--- src/rtl/uart_rx_edge_sampler.sv ---
// UART RX oversampling front end: edge/bit counters plus a three-sample mid-bit majority vote.
// Define UART_RX_SYNC_EN to put a two-flop synchronizer (reset to 1) in front of the sampler.
module uart_rx_edge_sampler #(
  parameter int PRESC_W = 6,
  parameter int BITC_W  = 4
) (
  input  logic               CLK,
  input  logic               RST,
  input  logic               RX_IN,
  input  logic [PRESC_W-1:0] prescale,
  input  logic               EDGE_CNT_en,
  input  logic               dat_samp_en,
  output logic [PRESC_W-1:0] edge_count,
  output logic [BITC_W-1:0]  bit_count,
  output logic               sampled_bit,
  output logic               sample_valid
);

  function automatic logic maj3(input logic a, input logic b, input logic c);
    return (a & b) | (a & c) | (b & c);
  endfunction

  function automatic logic [BITC_W-1:0] sat_inc(input logic [BITC_W-1:0] v);
    return (&v) ? v : v + 1'b1;
  endfunction

  logic line;

`ifdef UART_RX_SYNC_EN
  logic rx_p0;
  logic rx_p1;

  // Stage p0/p1: metastability synchronizer, idles at the line's mark level
  always_ff @(posedge CLK) begin
    if (!RST) begin
      rx_p0 <= 1'b1;
      rx_p1 <= 1'b1;
    end else begin
      rx_p0 <= RX_IN;
      rx_p1 <= rx_p0;
    end
  end

  assign line = rx_p1;
`else
  assign line = RX_IN;
`endif

  always_ff @(posedge CLK) begin
    if (!RST) begin
      edge_count <= '0;
      bit_count  <= BITC_W'(1);
    end else if (!EDGE_CNT_en) begin
      edge_count <= '0;
      bit_count  <= BITC_W'(1);
    end else if (prescale < PRESC_W'(2)) begin
      edge_count <= '0;
    end else if (edge_count == prescale) begin
      edge_count <= PRESC_W'(1);
      bit_count  <= sat_inc(bit_count);
    end else begin
      edge_count <= edge_count + 1'b1;
    end
  end

  logic [PRESC_W-1:0] half;
  logic [PRESC_W-1:0] pt0;
  logic [PRESC_W-1:0] pt2;

  assign half = prescale >> 1;
  assign pt0  = half - PRESC_W'(1);
  assign pt2  = half + PRESC_W'(1);

  logic s0;
  logic s1;
  logic got0;
  logic got1;

  // The third sample is voted straight from the line at its capture edge, so the
  // result lands one cycle after that edge. got0/got1 abort the vote if sampling
  // is withdrawn anywhere inside the three-sample window.
  always_ff @(posedge CLK) begin
    if (!RST) begin
      s0           <= 1'b1;
      s1           <= 1'b1;
      got0         <= 1'b0;
      got1         <= 1'b0;
      sampled_bit  <= 1'b1;
      sample_valid <= 1'b0;
    end else begin
      sample_valid <= 1'b0;
      if (!dat_samp_en) begin
        got0 <= 1'b0;
        got1 <= 1'b0;
      end else begin
        if (edge_count == pt0) begin
          s0   <= line;
          got0 <= 1'b1;
        end
        if (edge_count == half) begin
          s1   <= line;
          got1 <= got0;
        end
        if (edge_count == pt2) begin
          if (got1) begin
            sampled_bit  <= maj3(s0, s1, line);
            sample_valid <= 1'b1;
          end
          got0 <= 1'b0;
          got1 <= 1'b0;
        end
      end
    end
  end

endmodule

--- config.mk ---
export PLATFORM = sky130hd
export DESIGN_NAME = uart_rx_edge_sampler
export DESIGN_NICKNAME = d
export VERILOG_FILES = /design/src/rtl/uart_rx_edge_sampler.sv
export SDC_FILE = /design/constraint.sdc
export NUM_CORES = 1
export LEC_CHECK = 0
export CORE_MARGIN = 4
export CORE_UTILIZATION = 50
export CTS_CLUSTER_DIAMETER = 200
export DETAILED_ROUTE_END_ITERATION = 12
export PLACE_DENSITY = 0.84
export SYNTH_ARGS = -nofsm -noshare
export SYNTH_HDL_FRONTEND = slang
export SYNTH_SLANG_ARGS = --single-unit
--- constraint.sdc ---
create_clock -name CLK -period 2.5 [get_ports CLK]
set_input_delay 0.75 -clock CLK [delete_from_list [all_inputs] [get_ports CLK]]
set_output_delay 0.75 -clock CLK [all_outputs]
set_load 0.02 [all_outputs]
# After elaboration in Yosys (flattened, before gate mapping)
# Index checks and enable logic that the tools add are counted.
dict set report totals {
  register_bits 16
  inputBits 11
  word_cells 40
}
dict set report op_classes {
  add_sub_neg 4
  n_lt_le_gt_ge 1
  eq_ne 4
  muxes 2
  n_bitwise 10
  reduce_logical 10
}
# op count
set ops {}
lappend ops {{6-bit equality test} 3}
lappend ops {{3-bit AND reduction} 3}
lappend ops {{5-bit by 1-bit adder with 6-bit output, second input constant} 1}
lappend ops {{6-bit by 1-bit adder with 6-bit output, second input constant} 1}
lappend ops {{6-bit by 5-bit equality test with 1-bit output} 1}
lappend ops {{6-bit by 2-bit less-than comparator with 1-bit output, second input constant} 1}
lappend ops {{2-bit AND reduction} 3}
lappend ops {{3-bit OR reduction} 2}
lappend ops {{5-bit by 1-bit subtractor with 6-bit output, second input constant} 1}
lappend ops {{1-bit NOT} 5}
lappend ops {{4-bit by 1-bit adder with 4-bit output, second input constant} 1}
lappend ops {{4-bit AND reduction} 1}
lappend ops {{4-bit OR reduction} 1}
lappend ops {{1-bit bitwise AND} 3}
lappend ops {{1-bit 2-to-1 mux} 2}
lappend ops {{1-bit OR} 2}

# Longest topological paths before layout
# Gate-level depths: netlist of the first run.
dict set report logic_depth {
  word_depth 3
  mapped_depth 8
  ltp_nobuf 7
}

# Worst setup path after synthesis of the first run
# No wires, ideal clock.
dict set report synth_path {
  path_type {input-to-reg}
  startpoint {in prescale[2]}
  endpoint {reg sampled_bit}
  setup_ns 0.122
  arrival_ns 1.992
  t_required_ns 2.378
  path_slack_ns 0.386
  cell_stages 8
  n_path_buf 1
  path_cell_list {buf_2 -> inv_1 -> ha_1 -> xnor2_1 -> nand4_1 -> and4b_1 -> a21boi_1 -> nand3b_1}
}
dict set report synth_via {
  elab_chain_cells 3
}
# element line_no
set synth_rtl {}
lappend synth_rtl {{start, declared} 10} ;# input logic [PRESC_W-1:0] prescale,
lappend synth_rtl {{5-bit by 1-bit adder with 6-bit output} 72} ;# assign pt2 = half + PRESC_W'(1);
lappend synth_rtl {{6-bit equality test} 104} ;# if (edge_count == pt2) begin
lappend synth_rtl {{3-bit AND reduction (no line)} n/a}
lappend synth_rtl {{end signal, assigned} 106} ;# sampled_bit <= maj3(s0, s1, line);
lappend synth_rtl {{end, declared} 15} ;# output logic sampled_bit,
# No other way between the ends.
# A chain may end at the register's enable or synchronous reset.

# Worst setup path in the final report of the first run
# Same ends and word-level chain as after synthesis.

==> reports/results.ini, run 1 <==
[run]
cap_violations = 0

[critical_path]
crit_type = input pin to flop
cp-end-kind = flop
r2r-start = edge_count[5]
worstPathRequired_ns = 2.68
cp.arrival_ns = 2.52
path_max_fanout = 6
cp-startpoint = prescale[2]
start_kind = input pin

[floorplan]
core_mm2 = 0.00202
die_h_um = 54.6
start_util = 0.538
fp.dieArea_mm2 = 0.00298
boundaryPins = 23
die_x_um = 54.6
rows = 16

[synth]
yosys_most_used_dff = dfxtp_1
synth.distinct_cells = 38
syn-num-nets = 138
ys_ff_latch = 16
synthArstFlopShare = 0
ys_warn_count = 0
synth_edf_count = 0
syn-mean-instance-area_um2 = 8.84
syn_inst = 123
yosysSeqAreaShare = 0.295
netlist_area_mm2 = 0.00109

[layout]
drive_gt1_frac = 0.158
synthToLayoutAreaGrowth_pct = 28.3
nets = 168
n_antenna_cell = 0
final_area_mm2 = 0.00140
nFillCells = 168

[routing]
ant_nets = 0
drtIter0Drc = 20
drc_errors = 0
first_pass_iters = 6
vias_per_cell = 5.37
post_drt_wl_per_cell_um = 13.3
drt-total-wl_um = 2380
vias = 962

[timing]
setup_viol = 0
timing.final.max_slew_violations = 0
grt_setup_unrepaired = no
fin_crit_sh = 0.938
finalHoldViolations = 0
slew_headroom = 0.723
fmax_mhz = 426
worstMarginPinSlew_ns = 0.413
skew_ns = 0.00181
whs_ns = 0.493
period_needed_ns = 2.35

[placed_design]
place_area_mm2 = 0.00135
place_congestion = 0.850
hpwlAfterDp_um = 1860
port_buffers = 22

[cts]
numCtsBuffers = 3
cts.sink_count = 16
postCtsHoldBufs = 0
cts_resized = 0
clk_pin_slew_worst_paths_ns = 0.10
cts_max_path_buffers = 2
cts_tree = built
clock_latency_ns = 0.28
cts_root_buffer = clkbuf_4
htreeDepth = 1
post_cts_buffers = 0

[hold_path]
hold_path_startpoint = got0
hp-class = flop to flop

[grt]
overflow = 0
track_usage = 0.189
grt_pass1_wl_um = 4130
grt_max_degree = 10
grt_pass1_vias = 964
antenna_found_initial = 0

[power_and_ir_drop]
p_per_area_mw_per_mm2 = 387
p_leak_nw = 0.506
ir_drop_mv = 0.317

[outcome]
status = complete, no violations

cells in the final DEF (no fill, tap or decap), types with 2 or more instances in the layout:
| master | n |
|---|---|
| buf_4 | 9 |
| clkbuf_4 | 3 |
| clkdlybuf4s50_1 | 22 |
| dfxtp_1 | 16 |
| ha_1 | 4 |
| inv_1 | 4 |
| mux2i_1 | 4 |
| nand2_1 | 7 |
| nand3_1 | 8 |
| nand4_1 | 4 |
| nor2_1 | 13 |
| nor2b_1 | 2 |
| nor3_1 | 4 |
| nor4_1 | 3 |
| o21ai_0 | 2 |
| or3_1 | 2 |
| xnor2_1 | 18 |
| xnor2_2 | 2 |
| xor2_1 | 5 |
logic make-up (layout without fill, tap and decap cells):
kind of cell             after synthesis  count (layout)  share of synthesized area
flip-flops                            16              16                      0.295
multiplexers                           4               4                     0.0368
XOR/XNOR                              25              25                      0.208
adder cells (fa/ha/maj)                5               5                     0.0552
AO/OA/AOI/OAI                          8               8                     0.0541
AND/OR/NAND/NOR                       55              55                      0.284
buffers and inverters                 10              39                     0.0667
metal layers:
| layer | part of all wire | global-route usage | up-vias |
|---|---|---|---|
| li1 | - | - | 486 |
| met1 | 0.46 | 0.240 | 450 |
| met2 | 0.49 | 0.319 | 22 |
| met3 | 0.029 | 0.0327 | 4 |
| met4 | 0.013 | 0.0622 | 0 |
| met5 | 0 | 0 | - |
worst paths after layout:
path,to,slack [ns],cells after the start
max,sampled_bit,0.15,8
min,got0,0.49,2
min reg2reg,got0,0.49,2
max reg2reg,bit_count[0],0.83,5
final cells by class:
type                            count  area (um2)  share of cell area
Multi-Input combinational cell     97         702               0.503
Inverter                            4        15.0              0.0108
Timing Repair Buffer               31         288               0.206
Tap cell                           27        33.8              0.0242
Clock buffer                        4        36.3              0.0260
Sequential cell                    16         320               0.230
through the flow:
| step | setup TNS [ns] | worst slack, ns | utilization | instances | total power [mW] |
|---|---|---|---|---|---|
| 4_1_cts | 0 | 0.120 | 0.686 | 179 | 0.542 |
| 5_1_grt | 0 | 0.0392 | 0.690 | 179 | 0.569 |
| 6_report | 0 | 0.154 | 0.690 | 179 | 0.540 |
| 2_1_floorplan | 0 | 0.386 | - | 123 | 0.327 |
| 3_3_place_gp | -0.273 | -0.0911 | 0.668 | 175 | 0.367 |
| 3_5_place_dp | -0.760 | -0.182 | 0.668 | 175 | 0.370 |
state kept, by name, summed over array words and instances (netlist names):
name,flops
bit_count,4
edge_count,6
got0,1
got1,1
s0,1
s1,1
sample_valid,1
sampled_bit,1
worst max-delay path, stage by stage:
cell and delay, ns:
clkdlybuf4s50_1 0.59, inv_1 0.07, ha_1 0.31, xnor2_2 0.19, nand4_1 0.10, and4b_1 0.30
a21boi_1 0.07, nand3b_1 0.14
synthesized netlist by cell type (2+ instances only):
master	instances	area share
xnor2_1	19	0.15
dfxtp_1	16	0.29
nor2_1	13	0.045
nand3_1	8	0.037
nand2_1	7	0.024
xor2_1	5	0.040
ha_1	4	0.046
inv_1	4	0.014
mux2i_1	4	0.037
nand4_1	4	0.023
nor3_1	4	0.018
buf_6	3	0.031
nor4_1	3	0.017
buf_2	2	0.0092
nor2b_1	2	0.012
o21ai_0	2	0.0092
or3_1	2	0.012
power by group:
group,leakage (nW),internal [mW],switching [mW]
Clock,0.0210,0.0886,0.0831
Sequential,0.129,0.257,0.00495
Combinational,0.355,0.0568,0.0494
Total,0.506,0.402,0.137
Power figures use the tool's default switching activity.
==> inputs of run 2 (changes only) <==
==> constraint.sdc (replaced) <==
create_clock -name CLK -period 2.5 [get_ports CLK]
set_input_delay 0.25 -clock CLK [delete_from_list [all_inputs] [get_ports CLK]]
set_output_delay 0.25 -clock CLK [all_outputs]
set_load 0.02 [all_outputs]
==> run 2 against run 1 <==
  * Cell area is 5.8% lower
  * Register-to-register slack got worse by 0.03 ns
  * Utilization is 4.0 points lower
  * Clock power decreased by 23%
  * Largest cell class unchanged
  * Die area is the same
==> reports/results.ini, run 2 (synthesis results as in run 1) <==
[critical_path]
worstPathRequired_ns = 2.67
cp-end-kind = flop
rrSetupSlack_ns = 0.80
path_max_fanout = 8
cp.arrival_ns = 2.17
crit_type = input pin to flop
reg2reg_depth = 5
r2r-start = edge_count[3]
start_kind = input pin
r2r-end = s1
cp-startpoint = prescale[2]

[timing]
fmax_mhz = 500
finalHoldViolations = 0
skew_ns = 0.00259
worstMarginPinSlew_ns = 0.392
slew_headroom = 0.736
fin_crit_sh = 0.800
period_needed_ns = 2.00
whs_ns = 0.484
setup_viol = 0
grt_setup_unrepaired = no
finalSetupTns_ns = 0
timing.final.max_slew_violations = 0

[run]
cap_violations = 0

[layout]
final_common_cell = clkdlybuf4s50_1
drive_gt1_frac = 0.0979
n_antenna_cell = 0
regMostFlops = edge_count
nets = 160
final_cell_mix = clkdlybuf4s50_1 (22), xnor2_1 (19), dfxtp_1 (16)
synthToLayoutAreaGrowth_pct = 20.8
stdcell_count = 170
largest_register_ff_count = 6
final_area_mm2 = 0.00131
top_regs = edge_count: 6 flops, bit_count: 4 flops

[grt]
grtUsageMet3 = 0.0354
antenna_found_initial = 0
grt-busiest-layer = met2
overflow = 0
grt_max_degree = 11
grt_pass1_wl_um = 3910
grt_util_met1 = 0.232
track_usage = 0.180
grt_pass1_vias = 914
met2_usage = 0.293

[placed_design]
place_area_mm2 = 0.00129
placed_cells = 167
place_congestion = 0.879
hpwlAfterDp_um = 1750
port_buffers = 22

[routing]
drtIter0Drc = 31
drt-total-wl_um = 2270
vias_per_cell = 5.27
drc_errors = 0
vias = 896
first_pass_iters = 4
post_drt_wl_per_cell_um = 13.3
ant_nets = 0

[floorplan]
boundaryPins = 23
die_h_um = 54.6
rows = 16
die_x_um = 54.6
core_mm2 = 0.00202
start_util = 0.538
fp.dieArea_mm2 = 0.00298

[hold_path]
worstHoldPathCells = 2
hold_path_startpoint = EDGE_CNT_en
hp-class = input pin to flop
whs_endpoint = bit_count[0]

[cts]
post_cts_buffers = 0
clock_latency_ns = 0.28
postCtsHoldBufs = 0
cts_resized = 0
cts_max_path_buffers = 2
cts_tree = built
clk_pin_slew_worst_paths_ns = 0.09
numCtsBuffers = 3
cts_root_buffer = clkbuf_4
cts.sink_count = 16
htreeDepth = 1

[outcome]
status = complete, no violations

[power_and_ir_drop]
ir_drop_mv = 0.270
p_switching_uw = 128
pwr-share-clk = 0.271
pwr-share-comb = 0.193
p_sw_frac = 0.263
p_leak_nw = 0.454
p_per_area_mw_per_mm2 = 372
power_frac_seq = 0.535
internal-power_uw = 360
total_power_uw = 488

-- run 2: cell types whose count changed in the layout (fill, tap and decap cells not counted) --
cell	previous run	this run
buf_4	9	1
xnor2_1	18	19
xnor2_2	2	1
clkbuf_8	1	0
-- run 2: worst max path at each step --
stage / to / cells after the start / slack, ns
after global routing: sampled_bit / 8 / 0.35
after detailed placement: sampled_bit / 8 / 0.24
after CTS: sampled_bit / 8 / 0.53
after global placement: sampled_bit / 8 / 0.32
final: sampled_bit / 8 / 0.50
after floorplan: sampled_bit / 8 / 0.89
-- run 2: through the flow --
step,util,setup slack (ns)
after floorplan,-,0.886
after global placement,0.639,0.323
after detailed placement,0.639,0.240
after CTS,0.650,0.527
after global routing,0.650,0.355
final,0.650,0.499
-- run 2: final cells by class --
cell class                 count  area, um2
clock buffer                   3       22.5
fill                         164        708
inverter                       4       15.0
multi-input combinational     97        694
sequential                    16        320
tap                           27       33.8
timing repair buffer          23        228
-- run 2: critical path, stage by stage --
cell	delay, ns
clkdlybuf4s50_1	0.65
inv_1	0.09
ha_1	0.29
xnor2_1	0.25
nand4_1	0.13
and4b_1	0.30
a21boi_1	0.07
nand3b_1	0.14
-- run 2: power groups by stage --
stage	combinational, mW	sequential (mW)	clock [mW]
after floorplan	0.0584	0.268	0
after global placement	0.0902	0.267	0
after detailed placement	0.0927	0.267	0
after CTS	0.0937	0.261	0.134
after global routing	0.104	0.262	0.147
final	0.0944	0.261	0.132
-- run 2: metal layers --
layer	vias up	part of all wire
met5	-	0
met4	0	0.0044
met3	2	0.044
met2	21	0.47
met1	410	0.49
li1	463	-
==> inputs of run 3 (changes only) <==
==> constraint.sdc (replaced) <==
create_clock -name CLK -period 2.1 [get_ports CLK]
set_input_delay 0.21 -clock CLK [delete_from_list [all_inputs] [get_ports CLK]]
set_output_delay 0.21 -clock CLK [all_outputs]
set_load 0.02 [all_outputs]
==> run 3 against run 2 <==
  * Via count up 7.8%
  * Highest routed layer unchanged
  * Combinational power up 26%
  * Setup slack worse by 0.21 ns
  * Critical path type unchanged
  * First-iteration DRC count up 6.5%
  * Critical endpoint unchanged
==> reports/results.ini, run 3 (synthesis results as in run 1) <==
[outcome]
status = complete, no violations

[cts]
clk_pin_slew_worst_paths_ns = 0.09
cts_root_buffer = clkbuf_4
postCtsHoldBufs = 0
cts.sink_count = 16
post_cts_buffers = 0
cts_resized = 0
clock_latency_ns = 0.29
htreeDepth = 1
cts_max_path_buffers = 2
cts_tree = built
numCtsBuffers = 3

[timing]
timing.final.max_slew_violations = 0
fin_ws_ns = 0.289
finalHoldViolations = 0
period_needed_ns = 1.81
fin_crit_sh = 0.862
setup_viol = 0
skew_ns = 0.00264
finalSetupTns_ns = 0
worstMarginPinSlew_ns = 0.403
fmax_mhz = 552
slew_headroom = 0.731
grt_setup_unrepaired = no

[critical_path]
path_cells = clkdlybuf4s50_1 > inv_1 > ha_1 > xnor2_1 > nand4_1 > and4b_1 > a21boi_1 > nand3b_1
cp-end-kind = flop
cp.arrival_ns = 1.99
reg2reg_depth = 5
cp.depth = 8
r2r-end = bit_count[1]
crit_family = buffers and inverters
cp-startpoint = prescale[1]
critPathCapture = sampled_bit
r2r-start = edge_count[5]
path_max_fanout = 4
start_kind = input pin
crit_slowest_cell = clkdlybuf4s50_1
worstPathBufferInverterCount = 2
crit_type = input pin to flop
rrSetupSlack_ns = 0.45
worstPathRequired_ns = 2.28
critPathMaxStageDelay_ns = 0.53

[floorplan]
rows = 16
start_util = 0.538
boundaryPins = 23
die_h_um = 54.6
core_mm2 = 0.00202
die_x_um = 54.6
fp.dieArea_mm2 = 0.00298

[power_and_ir_drop]
ir_drop_mv = 0.357
total_power_uw = 636
p_per_area_mw_per_mm2 = 468
p_leak_nw = 0.481

[layout]
fin_util = 0.671
n_antenna_cell = 0
final_common_cell = clkdlybuf4s50_1
top_regs = edge_count: 6 flops, bit_count: 4 flops
nFillCells = 180
final_cell_mix = clkdlybuf4s50_1 (22), xnor2_1 (19), dfxtp_1 (16)
largest_register_ff_count = 6
synthToLayoutAreaGrowth_pct = 24.9
final_area_mm2 = 0.00136
drive_gt1_frac = 0.128
nets = 164
regMostFlops = edge_count

[placed_design]
port_buffers = 22
place_area_mm2 = 0.00132
hpwlAfterDp_um = 1890
dpl_worst_slack_ns = -0.0169
place_congestion = 0.932

[grt]
grt_max_degree = 10
grt_pass1_wl_um = 4070
grt_pass1_vias = 968
grt_util_met1 = 0.226
track_usage = 0.190
overflow = 0
grt-busiest-layer = met2
met2_usage = 0.319
grtUsageMet3 = 0.0381
antenna_found_initial = 0

[routing]
first_pass_iters = 5
vias = 966
drt-total-wl_um = 2340
post_drt_wl_per_cell_um = 13.4
drtIter0Drc = 33
drc_errors = 0
ant_nets = 0
vias_per_cell = 5.52

[run]
cap_violations = 0

[hold_path]
hp-class = input pin to flop

## run 3: worst register-to-register path, cell delays in order (launching register included)
cell	delay [ns]
dfxtp_1	0.53
xnor2_1	0.16
nand4_1	0.18
nor3_1	0.37
mux2i_1	0.24
nor2_1	0.06
## run 3: worst min path at each step
stage | slack, ns | from | end | cells past startpoint
2_1_floorplan | 0.27 | RST | s1 | 1
3_3_place_gp | 0.45 | got0 | got0 | 2
3_5_place_dp | 0.48 | got0 | got0 | 2
4_1_cts | 0.44 | EDGE_CNT_en | bit_count[0] | 2
5_1_grt | 0.45 | EDGE_CNT_en | bit_count[0] | 2
6_report | 0.45 | EDGE_CNT_en | bit_count[0] | 2
## run 3: final cells by class
cell class	count	area [um2]	share of cell area
inverters	4	15.0	0.0111
flip-flops and latches	16	320	0.236
well taps	27	33.8	0.0249
repair buffers	27	258	0.190
clock buffers	4	36.3	0.0267
multi-input cells	97	694	0.512
## run 3: stage by stage
stage,hold WS (ns),cells
floorplan,0.272,123
global route,0.454,175
global placement,0.450,171
CTS,0.440,175
finish,0.447,175
detailed placement,0.478,171
## run 3: layer usage
layer / wire [um] / part of all wire
met1: 1010 / 0.43
met2: 1150 / 0.49
met3: 134 / 0.057
met4: 46 / 0.020
met5: 0 / 0
## run 3: report_power, final
part           total, mW  internal, mW  switching [mW]
Clock              0.205         0.106          0.0997
Combinational      0.119        0.0608          0.0581
Sequential         0.311         0.306         0.00521
Total              0.636         0.472           0.163
==> patch 1: new RTL, flow settings as in run 3 <==
Register the inputs `prescale`, `EDGE_CNT_en` and `dat_samp_en` before use, cleared by the reset. The logic sees them one clock later. The other inputs are not delayed to match.
--- a/src/rtl/uart_rx_edge_sampler.sv
+++ b/src/rtl/uart_rx_edge_sampler.sv
@@ -15,6 +15,22 @@
   output logic               sampled_bit,
   output logic               sample_valid
 );
+
+  logic [PRESC_W-1:0] prescale_q;
+  logic EDGE_CNT_en_q;
+  logic dat_samp_en_q;
+
+  always_ff @(posedge CLK) begin
+    if (!RST) begin
+      prescale_q    <= '0;
+      EDGE_CNT_en_q <= '0;
+      dat_samp_en_q <= '0;
+    end else begin
+      prescale_q    <= prescale;
+      EDGE_CNT_en_q <= EDGE_CNT_en;
+      dat_samp_en_q <= dat_samp_en;
+    end
+  end
 
   function automatic logic maj3(input logic a, input logic b, input logic c);
     return (a & b) | (a & c) | (b & c);
@@ -50,12 +66,12 @@
     if (!RST) begin
       edge_count <= '0;
       bit_count  <= BITC_W'(1);
-    end else if (!EDGE_CNT_en) begin
+    end else if (!EDGE_CNT_en_q) begin
       edge_count <= '0;
       bit_count  <= BITC_W'(1);
-    end else if (prescale < PRESC_W'(2)) begin
+    end else if (prescale_q < PRESC_W'(2)) begin
       edge_count <= '0;
-    end else if (edge_count == prescale) begin
+    end else if (edge_count == prescale_q) begin
       edge_count <= PRESC_W'(1);
       bit_count  <= sat_inc(bit_count);
     end else begin
@@ -67,7 +83,7 @@
   logic [PRESC_W-1:0] pt0;
   logic [PRESC_W-1:0] pt2;
 
-  assign half = prescale >> 1;
+  assign half = prescale_q >> 1;
   assign pt0  = half - PRESC_W'(1);
   assign pt2  = half + PRESC_W'(1);
 
@@ -89,7 +105,7 @@
       sample_valid <= 1'b0;
     end else begin
       sample_valid <= 1'b0;
-      if (!dat_samp_en) begin
+      if (!dat_samp_en_q) begin
         got0 <= 1'b0;
         got1 <= 1'b0;
       end else begin
Behaviour: not the same (Yosys sat finds a counterexample within 4 cycles, from zero or initial values and one cycle with RST low).
==> patch 1 against run 3 <==
- routed wire length rose by 10%
- first-iteration DRC count rose by 15%
- synthesized area rose by 20%
- sequential share of layout area rose by 7.0 points
- clock skew barely moved
- synthesized cell count rose by 16%
- cell area rose by 16%
- power rose by 32%
- non-clock buffer count fell by 2
- sequential cell count rose by 8
- count of clock-buffer cells in the layout did not move
- critical path depth fell by 1
- via count rose by 9.4%
- setup slack got worse by 160 ps
- largest power group unchanged
- highest routed layer unchanged
==> patch 1: results (changes against run 3) <==
[synth] leading post-synthesis cells by instance count sky130_fd_sc_hd__dfxtp_1, sky130_fd_sc_hd__xnor2_1, sky130_fd_sc_hd__nand3_1
[layout] Final Instance Count excl. Fillers 194 [+11%]
[routing] amount of wire on met2 after detailed routing 1300 um [+13%]
[critical_path] max incr delay on CP 510 ps [-20 ps]
[synth] sequential area share after synthesis 36.9% [+7.5 points]
[critical_path] FF-to-FF Start prescale_q[2]$_SDFF_PN0_
[pwr] sequential power 485 uW [+56%]
[global_route] total track usage 16.6% [-2.4 points]
[routing] met1 layer wirelength in the final routing 1130 um [+12%]
[layout] leading registers by flop count edge_count x6, prescale_q x6, bit_count x4
[global_route] met2 Use GR 29.3% [-2.6 points]
[layout] fraction of final layout cells sized beyond drive strength 1 11.0% [-1.9 points]
[routing] mean number of vias per cell 5.45 [-1.3%]
[min_path] Min-Delay Startpoint EDGE_CNT_en_q$_SDFF_PN0_
[routing] detailed-router iteration count before antenna repair 4 [-1]
[layout] NumNets Final 180 [+9.8%]
[pwr] combinational fraction of design power 13.8% [-4.9 points]
[critical_path] Worst Path Max Fanout 8 [+4]
[routing] routed wire length 2580 um [+10%]
[global_route] largest net degree at the start of global routing 14 [+4]
[sta] skew final 2.93 ps [+0.285 ps]
[synth] synthesized netlist net count 158 [+14%]
[clock_tree] clock latency of the later-clocked register in the worst-skew pair 310 ps [+20 ps]
[critical_path] Critical-path top delay cell sky130_fd_sc_hd__dfxtp_1
[global_route] met1 GRT Util 20.1% [-2.5 points]
[placement] RD Place Congestion 0.903 [-3.2%]
[layout] number of fill cells 210 [+17%]
[critical_path] crit-path leading delay family compound AO/OA/AOI/OAI gates
[outcome] result of the run finished, final reports clean
[clock_tree] clock transition at the register clock pins on the worst setup and hold paths after CTS 130 ps [+40 ps]
[critical_path] kind of launch point of the worst setup path flop
[min_path] type of the tightest min-delay check flop to flop
[synth] Gate Count Post-Synth 143 [+16%]
[global_route] first-pass GRT wire length 4460 um [+9.7%]
==> patch 1: cell count changes in the layout (fill, tap and decap cells not counted), sizes merged, moves of 2 or more <==
cell    change
xnor2       -5
or2         +3
nor2        -4
buf         -2
dfxtp       +8
and2        +8
nand3b      +2
nand3       +3
==> patch 1: metrics by stage <==
step / area [um^2] / utilization (%) / hold WS, ps / setup WS (ps)
4_1_cts: 1580 / 63.6 / 446 / 53.4
3_3_place_gp: 1540 / 62.1 / 415 / 200
6_report: 1580 / 63.6 / 443 / 127
3_5_place_dp: 1540 / 62.1 / 417 / 105
2_1_floorplan: 1300 / - / 332 / 236
5_1_grt: 1580 / 63.6 / 429 / 12.0
==> patch 1: path summary, 6_finish.rpt <==
| path | slack, ps | cells past startpoint | end |
|---|---|---|---|
| setup / recovery | 130 | 7 | s0$_SDFFE_PN1P_ |
| hold / removal | 440 | 1 | bit_count[0]$_SDFFE_PN1P_ |
| setup reg to reg | 130 | 7 | s0$_SDFFE_PN1P_ |
| hold reg to reg | 440 | 1 | bit_count[0]$_SDFFE_PN1P_ |
==> patch 1: cell families after synthesis <==
group | synth area share, %
xor gates and xnor gates | 15.3
AOI/OAI and AO/OA | 6.35
muxes | 3.08
buffers and inverters | 4.42
DFF | 36.9
adders and majority gates | 4.62
and+or+nand+nor | 29.3
==> patch 1: area by class of cell <==
cell class              instances  area (um^2)  area share (%)
multi-input cells             107          763            48.4
flip-flops and latches         24          482            30.6
repair buffers                 25          243            15.4
well taps                      30         37.5            2.38
clock buffers                   4         36.3            2.30
inverters                       4         15.0           0.952
==> patch 1: timing repair <==
action                                  4_1_cts  5_1_grt
hold buffers                                  0        0
endpoints found under the setup margin        0        1
gates resized for setup                       0        1
==> patch 2: new RTL, settings of run 3 <==
Made on the original files. Build with the macro `UART_RX_SYNC_EN` defined.
--- a/src/rtl/uart_rx_edge_sampler.sv
+++ b/src/rtl/uart_rx_edge_sampler.sv
@@ -1,5 +1,7 @@
 // UART RX oversampling front end: edge/bit counters plus a three-sample mid-bit majority vote.
 // Define UART_RX_SYNC_EN to put a two-flop synchronizer (reset to 1) in front of the sampler.
+`define UART_RX_SYNC_EN
+
 module uart_rx_edge_sampler #(
   parameter int PRESC_W = 6,
   parameter int BITC_W  = 4
Function: changed (a bounded check fails within 4 cycles, from zero or initial values and one cycle with RST low).
==> patch 2 against run 3 <==
- register-to-register slack got worse by 240 ps
- synthesized cell count fell by 1.6%
- cell area rose by 6.2%
- maximum frequency fell by 7.8%
- clock skew rose by 1.0 ps
- synthesized area rose by 0.23%
- sequential cell count rose by 2
- first-iteration DRC count fell by 48%
- utilization rose by 4.1 points
- power rose by 7.5%
- setup slack got worse by 150 ps
- routed wire length rose by 7.3%
==> patch 2: results (changes against run 3) <==
[clock_tree] clk buf depth 2 [unchanged]
[layout] fraction of final layout cells sized beyond drive strength 1 15.6% [+2.7 points]
[synth] share of the synthesized area in compound gates (AO/OA/AOI/OAI) 7.23% [+1.8 points]
[clock_tree] clock latency of the later-clocked register in the worst-skew pair 300 ps
[layout] number of antenna diodes 0 [unchanged]
[clock_tree] clock transition at the register clock pins on the worst setup and hold paths after CTS 100 ps
[clock_tree] total number of H-tree levels 1 [unchanged]
[global_route] total track usage 19.5% [+0.54 points]
[clock_tree] Root Buffer sky130_fd_sc_hd__clkbuf_4
[synth] fraction of synthesized area in multiplexers 3.67% [-0.0085 points]
[sta] skew final 3.69 ps [+1.05 ps]
[synth] number of warnings reported in the yosys synthesis log 0 [unchanged]
[min_path] Min-Delay Startpoint rx_p0$_SDFF_PN1_
[critical_path] CP arrival 2150 ps [+160 ps]
[outcome] result of the run finished, final reports clean
[synth] leading post-synthesis cells by instance count sky130_fd_sc_hd__dfxtp_1, sky130_fd_sc_hd__xor2_1, sky130_fd_sc_hd__nor2_1
[clock_tree] cts bufs inserted 3 [unchanged]
[placement] port bufs 22 [unchanged]
[routing] routed wire length per instance 13.9 um [+3.8%]
[critical_path] critical path launch point prescale[3]
[critical_path] Critical-path top delay cell sky130_fd_sc_hd__clkdlybuf4s50_1
[routing] detailed-router iteration count before antenna repair 4 [-1]
[min_path] type of the tightest min-delay check flop to flop
[layout] Final Instance Count excl. Fillers 181 [+3.4%]
[synth] Adder-Cell Fraction of Synth Area 4.59% [-0.93 points]
[placement] RD Place Congestion 0.823 [-12%]
[global_route] largest net degree at the start of global routing 11 [+1]
[pwr] maximum resistive drop on vdd 414 uV [+16%]
[synth] Area contributors post-synth sky130_fd_sc_hd__dfxtp_1, sky130_fd_sc_hd__xor2_1, sky130_fd_sc_hd__xnor2_1, sky130_fd_sc_hd__ha_1, sky130_fd_sc_hd__nor2_1
[critical_path] FF-to-FF Start edge_count[1]$_SDFF_PP0_
[global_route] first-pass GRT wire length 4200 um [+3.0%]
[critical_path] crit-path leading delay family simple AND/OR/NAND/NOR gates
[synth] xor/xnor cell area share of the yosys netlist 20.7% [-0.16 points]
[layout] leading registers by flop count edge_count x6, bit_count x4
[synth] sequential area share after synthesis 33.1% [+3.6 points]
[synth] proportion of register bits with asynchronous set or reset after synthesis 0% [unchanged]
[synth] Post-Synthesis Mean Instance Area 9.01 um^2 [+1.9%]
[synth] number of unique standard cell types used by synthesis 35 [-7.9%]
[global_route] vias in the first global route 1007 [+4.0%]
[sta] slew of the pin with the lowest slew margin 433 ps [+30.1 ps]
[placement] placed wire-length estimate 1940 um [+2.9%]
[synth] synthesized netlist net count 136 [-1.4%]
[routing] initial drt markers 17 [-48%]
[critical_path] max incr delay on CP 500 ps [-30 ps]
[critical_path] Worst Path Max Fanout 6 [+2]
[routing] number of vias in the routed layout 956 [-1.0%]
[layout] NumNets Final 170 [+3.7%]
[pwr] Leak Pwr 0.599 nW [+25%]
patch 2: power breakdown:
part / total [mW] / switching [mW] / internal, mW
Sequential: 0.351 / 0.00554 / 0.346
Clock: 0.217 / 0.111 / 0.106
Combinational: 0.115 / 0.0558 / 0.0592
patch 2: metrics by stage:
stage	setup TNS (ps)	setup slack, ps	power [mW]	instance area, um^2
finish	0	136	0.683	1440
global route	0	7.84	0.708	1440
CTS	0	5.50	0.685	1430
detailed placement	-964	-296	0.473	1400
global placement	-718	-242	0.468	1400
floorplan	0	105	0.420	1090
patch 2: routing by layer:
layer  track usage, %  vias to the layer above  wire [um]
li1                 -                      485          -
met1             22.2                      448       1140
met2             36.4                       19       1280
met3             2.45                        4         64
met4             7.05                        0         22
met5                0                        -          0
patch 2: layout make-up:
| class | instances | area [um^2] |
|---|---|---|
| multi-input combinational | 94 | 679 |
| clock buffer | 4 | 36.3 |
| sequential | 18 | 362 |
| tap | 27 | 33.8 |
| timing repair buffer | 34 | 315 |
| inverter | 4 | 15.0 |
| fill | 158 | 581 |
patch 2: cells by family (layout without fill, tap and decap cells):
family	after synthesis	in the layout
simple gates	51	51
flops	18	18
xor+xnor	24	24
compound gates	11	11
fa+ha+maj	4	4
mux	4	4
buf+inv	9	42
patch 2: what timing repair did:
| action | 4_1_cts | 5_1_grt |
|---|---|---|
| resized for setup | 0 | 4 |
| setup endpoints to repair | 0 | 2 |
| setup buffers | 0 | 0 |
patch 2: worst paths after layout:
check	endpoint	slack [ps]	cells past startpoint
worst max-delay path	bit_count[0]$_SDFFE_PN1P_	140	8
worst min-delay path	line$_SDFF_PN1_	420	1
worst max register to register	bit_count[3]$_SDFFE_PN0P_	210	5
worst min register to register	line$_SDFF_PN1_	420	1
